[config.mk]
export PLATFORM = sky130hd
export DESIGN_NAME = instruction_ram_loader
export DESIGN_NICKNAME = d
export VERILOG_FILES = /design/src/rtl/instruction_ram_loader.sv
export SDC_FILE = /design/constraint.sdc
export NUM_CORES = 1
export LEC_CHECK = 0
export ABC_AREA = 1
export CAP_MARGIN = 25
export CORE_MARGIN = 2
export CORE_UTILIZATION = 55
export DETAILED_ROUTE_END_ITERATION = 8
export HOLD_SLACK_MARGIN = 0.02
export PLACE_DENSITY = 0.83
export RECOVER_POWER = 100
export SLEW_MARGIN = 15
export SYNTH_ARGS = -nofsm -noshare
export SYNTH_HDL_FRONTEND = slang
export SYNTH_SLANG_ARGS = --single-unit
export TNS_END_PERCENT = 20
[constraint.sdc]
create_clock -name clk -period 2.29 [get_ports clk]
set_input_delay 0.229 -clock clk [delete_from_list [all_inputs] [get_ports clk]]
set_output_delay 0.229 -clock clk [all_outputs]
set_load 0.01 [all_outputs]
[src/rtl/instruction_ram_loader.sv]
// +-----------------------------------------------------------------------------+
// | instruction_ram_loader: writes a framed byte stream into instruction RAM    |
// | Revision: 1.0                                                               |
// +-----------------------------------------------------------------------------+
`default_nettype none

module instruction_ram_loader #(
  parameter int ADDR_WIDTH     = 12,
  parameter int DEPTH          = 4096,
  parameter int TIMEOUT_CYCLES = 1000000
) (
  input  logic                  clk,
  input  logic                  rst_n,
  input  logic                  start,
  input  logic                  rx_valid,
  input  logic [7:0]            rx_data,
  output logic                  ram_we,
  output logic [ADDR_WIDTH-1:0] ram_addr,
  output logic [15:0]           ram_data,
  output logic                  busy,
  output logic                  done,
  output logic                  error,
  output logic [1:0]            err_code,
  output logic [15:0]           words_loaded
);

  localparam int TMO_W = $clog2(TIMEOUT_CYCLES + 1);
  localparam logic [TMO_W-1:0] c_tmo_last = TMO_W'(TIMEOUT_CYCLES - 1);
  localparam logic [16:0]      c_depth    = 17'(DEPTH);

  typedef enum logic [2:0] {
    IDLE    = 3'd0,
    LEN_HI  = 3'd1,
    LEN_LO  = 3'd2,
    DATA_HI = 3'd3,
    DATA_LO = 3'd4,
    CHK     = 3'd5,
    DONE    = 3'd6,
    ERR     = 3'd7
  } state_t;

  state_t                r_state, w_state_nxt;
  logic [15:0]           r_len, w_len_nxt;
  logic [7:0]            r_hi, w_hi_nxt;
  logic [7:0]            r_sum, w_sum_nxt;
  logic [TMO_W-1:0]      r_tmo, w_tmo_nxt;
  logic [15:0]           w_words_nxt, w_words_inc;
  logic                  w_we_nxt;
  logic [ADDR_WIDTH-1:0] w_addr_nxt;
  logic [15:0]           w_data_nxt;
  logic                  w_busy_nxt, w_done_nxt, w_error_nxt;
  logic [1:0]            w_code_nxt;

  always_ff @(posedge clk or negedge rst_n) begin
    if (!rst_n) begin
      r_state      <= IDLE;
      r_len        <= '0;
      r_hi         <= '0;
      r_sum        <= '0;
      r_tmo        <= '0;
      words_loaded <= '0;
      ram_we       <= 1'b0;
      ram_addr     <= '0;
      ram_data     <= '0;
      busy         <= 1'b0;
      done         <= 1'b0;
      error        <= 1'b0;
      err_code     <= 2'd0;
    end else begin
      r_state      <= w_state_nxt;
      r_len        <= w_len_nxt;
      r_hi         <= w_hi_nxt;
      r_sum        <= w_sum_nxt;
      r_tmo        <= w_tmo_nxt;
      words_loaded <= w_words_nxt;
      ram_we       <= w_we_nxt;
      ram_addr     <= w_addr_nxt;
      ram_data     <= w_data_nxt;
      busy         <= w_busy_nxt;
      done         <= w_done_nxt;
      error        <= w_error_nxt;
      err_code     <= w_code_nxt;
    end
  end

  always_comb begin
    w_state_nxt = r_state;
    w_len_nxt   = r_len;
    w_hi_nxt    = r_hi;
    w_sum_nxt   = r_sum;
    w_tmo_nxt   = r_tmo;
    w_words_nxt = words_loaded;
    w_words_inc = words_loaded + 16'd1;
    w_we_nxt    = 1'b0;
    w_addr_nxt  = ram_addr;
    w_data_nxt  = ram_data;
    w_busy_nxt  = busy;
    w_done_nxt  = done;
    w_error_nxt = error;
    w_code_nxt  = err_code;

    case (r_state)
      IDLE, DONE, ERR: begin
        if (start) begin
          w_state_nxt = LEN_HI;
          w_sum_nxt   = '0;
          w_tmo_nxt   = '0;
          w_words_nxt = '0;
          w_busy_nxt  = 1'b1;
          w_done_nxt  = 1'b0;
          w_error_nxt = 1'b0;
          w_code_nxt  = 2'd0;
        end
      end
      default: begin
        if (rx_valid) begin
          w_tmo_nxt = '0;
          // The checksum byte itself never enters the running sum.
          if (r_state != CHK) w_sum_nxt = r_sum + rx_data;
          case (r_state)
            LEN_HI: begin
              w_len_nxt   = {rx_data, r_len[7:0]};
              w_state_nxt = LEN_LO;
            end
            LEN_LO: begin
              w_len_nxt = {r_len[15:8], rx_data};
              if ({1'b0, w_len_nxt} > c_depth) begin
                w_state_nxt = ERR;
                w_busy_nxt  = 1'b0;
                w_error_nxt = 1'b1;
                w_code_nxt  = 2'd2;
              end else if (w_len_nxt == 16'd0) begin
                w_state_nxt = CHK;
              end else begin
                w_state_nxt = DATA_HI;
              end
            end
            DATA_HI: begin
              w_hi_nxt    = rx_data;
              w_state_nxt = DATA_LO;
            end
            DATA_LO: begin
              w_we_nxt    = 1'b1;
              w_addr_nxt  = words_loaded[ADDR_WIDTH-1:0];
              w_data_nxt  = {r_hi, rx_data};
              w_words_nxt = w_words_inc;
              w_state_nxt = (w_words_inc == r_len) ? CHK : DATA_HI;
            end
            CHK: begin
              w_busy_nxt = 1'b0;
              if (rx_data == r_sum) begin
                w_state_nxt = DONE;
                w_done_nxt  = 1'b1;
              end else begin
                w_state_nxt = ERR;
                w_error_nxt = 1'b1;
                w_code_nxt  = 2'd1;
              end
            end
            default: ;
          endcase
        end else if (r_tmo == c_tmo_last) begin
          w_state_nxt = ERR;
          w_busy_nxt  = 1'b0;
          w_error_nxt = 1'b1;
          w_code_nxt  = 2'd3;
        end else begin
          w_tmo_nxt = r_tmo + 1'b1;
        end
      end
    endcase
  end

endmodule

`default_nettype wire

# ---- Word level (Yosys, flattened, before mapping)
# Index checks and enable logic that the tools add are counted.
dict set report totals {
  elab_cells 107
  in_bits 12
  register_bits 105
  output_inout_bits 50
}
dict set report classes {
  reduce_logical 20
  n_mux 49
  order_cmp 1
  add_sub_neg 3
  eq_ne 17
  bitwise 3
}
# operator count
set op_table {}
lappend op_table {{$mux W20} 4}
lappend op_table {{$mux W16} 4}
lappend op_table {{$mux W8} 4}
lappend op_table {{$pmux W16 S2} 1}
lappend op_table {{$mux W3} 7}
lappend op_table {{$add A20 B1 Y20 const B} 1}
lappend op_table {{$eq A20 B20 Y1 const B} 1}
lappend op_table {{$mux W1} 19}
lappend op_table {{$add A16 B1 Y16 const B} 1}
lappend op_table {{$eq A16 B16 Y1} 1}
lappend op_table {{$gt A16 B13 Y1 const B} 1}
lappend op_table {{$logic_not A16 Y1} 1}
lappend op_table {{$reduce_and A4 Y1} 4}
lappend op_table {{$pmux W3 S5} 1}
lappend op_table {{$reduce_and A3 Y1} 5}
lappend op_table {{$eq A3 B3 Y1 const B} 4}
lappend op_table {{$mux W2} 6}
lappend op_table {{$reduce_bool A2 Y1} 5}
lappend op_table {{$add A8 B8 Y8} 1}
lappend op_table {{$eq A8 B8 Y1} 1}
lappend op_table {{$ne A4 B4 Y1 const B} 2}
lappend op_table {{$ne A7 B1 Y1 const B} 1}
lappend op_table {{$eq A3 B2 Y1 const B} 2}
lappend op_table {{$reduce_and A5 Y1} 1}
lappend op_table {{other kinds (12)} 15}

# ---- Logic depth before layout (Yosys ltp)
dict set report logic_depth {
  depth_word 6
  depth_mapped 16
  ltp_nobuf 16
}

# ---- Least setup slack after synthesis
# Ideal clock, no wire load.
dict set report synth_path {
  path_kind {register -> register}
  startpoint {reg words_loaded[0]}
  endpoint {reg r_state[1]}
  t_arrival_ps 1682
  setup_slack_ps 492
  stages_incl_launch_ff 17
  synth_period_minus_slack_ps 1798
  n_path_buf 0
  path_cell_list {dfrtp_1 -> ha_1 -> nand2_1 -> nor2_4 -> nand2_1 -> nand2_1 -> nand2_1 -> nand2_1 -> nand2_1 -> nor2_1 -> nand2_1 -> nor2_1 -> nand3_1 -> nand2_1 -> nand2_1 -> nand2_1 -> nand2_1}
}
dict set report synth_via {
  elab_chain_cells 6
}
# element line_no
set synth_lines {}
lappend synth_lines {{start, declared} 24} ;# output logic [15:0] words_loaded
lappend synth_lines {{start signal, assigned} 75} ;# words_loaded <= w_words_nxt;
lappend synth_lines {{$add A16 B1 Y16} 93} ;# w_words_inc = words_loaded + 16'd1;
lappend synth_lines {{$eq A16 B16 Y1} 147} ;# w_state_nxt = (w_words_inc == r_len) ? CHK : DATA_HI;
lappend synth_lines {{$mux W3} 147}
lappend synth_lines {{$pmux W3 S5} 120} ;# case (r_state)
lappend synth_lines {{$mux W3} 116} ;# if (rx_valid) begin
lappend synth_lines {{$mux W3} 102} ;# case (r_state)
lappend synth_lines {{end signal, assigned} 70} ;# r_state <= w_state_nxt;
lappend synth_lines {{end, declared} 42} ;# state_t r_state, w_state_nxt;
# Every way passes these cells.
# A chain may end at the register's enable or synchronous reset.

# ---- Final worst setup path
# Same ends and word-level chain as after synthesis.

==> qor.txt <==
Final setup margin - 0.1762 ns
Cells along the critical path - ha_1 > nand2_1 > nor2_4 > nand3_1 > nand2_1 > nand2_1 > nand2_1 > nand3_1 > nor2_1 > nand3_1 > nand2_1 > nand2_1 > nand2_1 > nand2_1
Die Height - 105.7 um
WHS - 0.4731 ns
Root buffer cell - clkbuf_8
Crit-path max cell delay - 0.46 ns
Synth Cell Area - 5692 um^2
Synth warn - 0
First-pass GRT wire length - 23420 um
Max_cap viols - 0
RSZ-0062 raised after global routing - yes
Worst slew margin - 19.17%
Status - finished clean
Synth async-reset ratio - 100.0%
Seq. cell area - 2628 um^2
Post-DP Area - 6469 um^2
Synth-to-layout area growth - 17.32%
Crit. End Element - register
Die area - 11180 um^2
Netlist cell types - 44
H-tree levels - 3
Primary FF master, synth - dfrtp_1
Fill cells - 880
Core Rows - 37
Vias in the first global route - 4910
Area of the multi-input gates - 2631 um^2
Max Transition Viols Final - 0
Syn nets - 772
Routed Antenna Nets - 0
Post-synthesis cell count - 750
NumNets Final - 837
CTS clock-pin slew for the worst setup and hold paths - 0.10 ns
Crit Path Category - reg -> reg
Ports - 62
Arr. time, crit path - 2.38 ns
CTS Buffer Depth - 2
Initial Util - 55.88%
CTS tree - done
Vias - 5214
Req. time, crit path - 2.56 ns
Layout cell share with drive strength beyond 1 - 5.488%
Power per Cell Area - 1198 nW/um^2
I/O Buffers - 61
Tot GR Track Use - 26.27%
Largest net degree at the start of global routing - 40
Most frequent CP cell - nand2_1
Leading post-synthesis cells by cell area - dfrtp_1, nand2_1, o21ai_0, inv_1, nand3_1
Final hold vios - 0
Drt first pass iters - 5
Cell area after layout - 6678 um^2
Core ar. - 10180 um^2
Maximum VDD drop - 577.7 uV
Routed wire length - 14030 um
Part of the cycle the worst path needs - 92.31%
Leakage - 3.250 nW
# diodes - 0
Clock latency on the worst-skew pair - 0.38 ns
Clk_skew - 0.01280 ns
Register area share after synthesis - 46.16%
Area leader, netlist - dfrtp_1
EDFF count, synth - 0
Vias/cell - 5.454
DRC errors left - 0
Critical path fanouts, max - 8
Area share of the largest cell type after synthesis - 46.16%
Mean routed wirelength per cell - 14.68 um
Pre-CTS WS - -0.03494 ns
Final number of setup-violating endpoints - 0
Routability congestion estimate - 0.9782
Mean post-synth cell area - 7.589 um^2
Placed wire-length estimate - 10530 um
Slowest cell on the critical path - dfrtp_1
Hold crit path type - reg -> reg
Leading cell type in the layout, fill and taps excluded - nand2_1
GR Overflow Total - 0
DR iter-0 viols - 294
Crit start category - register
Fmax - 0.4731 GHz
Slew @ Worst Pin - 1.212 ns
Initial antenna violation count - 0
Commonest cells after routing, fill and taps aside - nand2_1, dfrtp_1, inv_1
Flops & latches, synth - 105
Min cycle time layout - 2.114 ns
Clk sinks - 105
Die Wd - 105.7 um
CTS Buf Count - 9
## per-stage QoR
step | TNS [ns] | power (mW) | std cells | util [%]
floorplan | 0 | 5.405 | 750 | -
global placement | 0 | 6.690 | 939 | 63.51
detailed placement | -0.03494 | 6.847 | 939 | 63.51
CTS | 0 | 8.145 | 956 | 65.75
global route | -0.04892 | 8.663 | 956 | 65.57
finish | 0 | 7.999 | 956 | 65.57
## worst max-delay path: cells and delay by family, from the launching register on
family,cells,cell delay [ns]
simple gates,13,1.31
flops,1,0.46
fa+ha+maj,1,0.22
## cells by family (layout without fill, tap and decap cells)
family | Yosys count | in the layout | share of synthesized area, %
AND/OR/NAND/NOR | 405 | 405 | 31.37
buffers and inverters | 109 | 179 | 7.606
AO/OA/AOI/OAI | 107 | 107 | 10.38
flip-flops | 105 | 105 | 46.16
XOR/XNOR | 14 | 14 | 2.154
adder cells (fa/ha/maj) | 10 | 10 | 2.330
## final timing paths
check | startpoint | endpoint | slack (ns) | depth (start not counted)
setup / recovery | words_loaded[0] | r_state[1] | 0.18 | 14
hold reg to reg | ram_data[10] | ram_data[10] | 0.47 | 2
setup reg to reg | words_loaded[0] | r_state[1] | 0.18 | 14
hold / removal | ram_data[10] | ram_data[10] | 0.47 | 2
max in group asynchronous | rst_n | r_state[2] | 0.40 | 3
min in group asynchronous | rst_n | words_loaded[9] | 0.61 | 2
## per-layer routing
metal  vias to the layer above  routed length [um]  global-route usage (%)
li1                       2573                   -                       -
met1                      2453                6331                   36.26
met2                       164                6696                   41.71
met3                        24                 680                   3.711
met4                         0                 323                   11.18
met5                         -                   0                       0
## cell usage after synthesis (all sizes together) (2+ instances only)
cell / n
nand2: 236
dfrtp: 105
inv: 91
o21ai: 71
nor2: 68
nand3: 54
nand4: 19
nor3: 15
a21oi: 12
xor2: 12
buf: 11
o22ai: 10
ha: 9
clkbuf: 7
nand3b: 4
nor4: 4
o31ai: 3
o32ai: 3
nor3b: 2
o21a: 2
o41ai: 2
xnor2: 2
## flip-flops by register name (all words and copies together), names as in the netlist, 2 cells and up
| name | count |
|---|---|
| r_tmo | 20 |
| r_len | 16 |
| ram_data | 16 |
| words_loaded | 16 |
| ram_addr | 12 |
| r_hi | 8 |
| r_sum | 8 |
| r_state | 3 |
| err_code | 2 |
## power by group
group | switching (mW) | total, mW | internal (mW)
Sequential | 0.514 | 3.03 | 2.51
Clock | 0.660 | 1.28 | 0.623
Combinational | 2.26 | 3.69 | 1.43
## area by class of cell
type                       instances  share of cell area (%)
timing repair buffer              72                   10.25
clock buffer                      10                   1.911
multi-input combinational        536                   39.40
inverter                          91                   5.190
tap                              136                   2.548
sequential                       105                   39.35
clock inverter                     6                   1.349
## repair_timing
item / in CTS / in global routing
endpoints found under the hold margin: 20 / 0
endpoints found under the setup margin: 0 / 8
gates resized for setup: 0 / 2
setup buffers: 0 / 0
hold buffers: 1 / 0
Power figures use the tool's default switching activity.
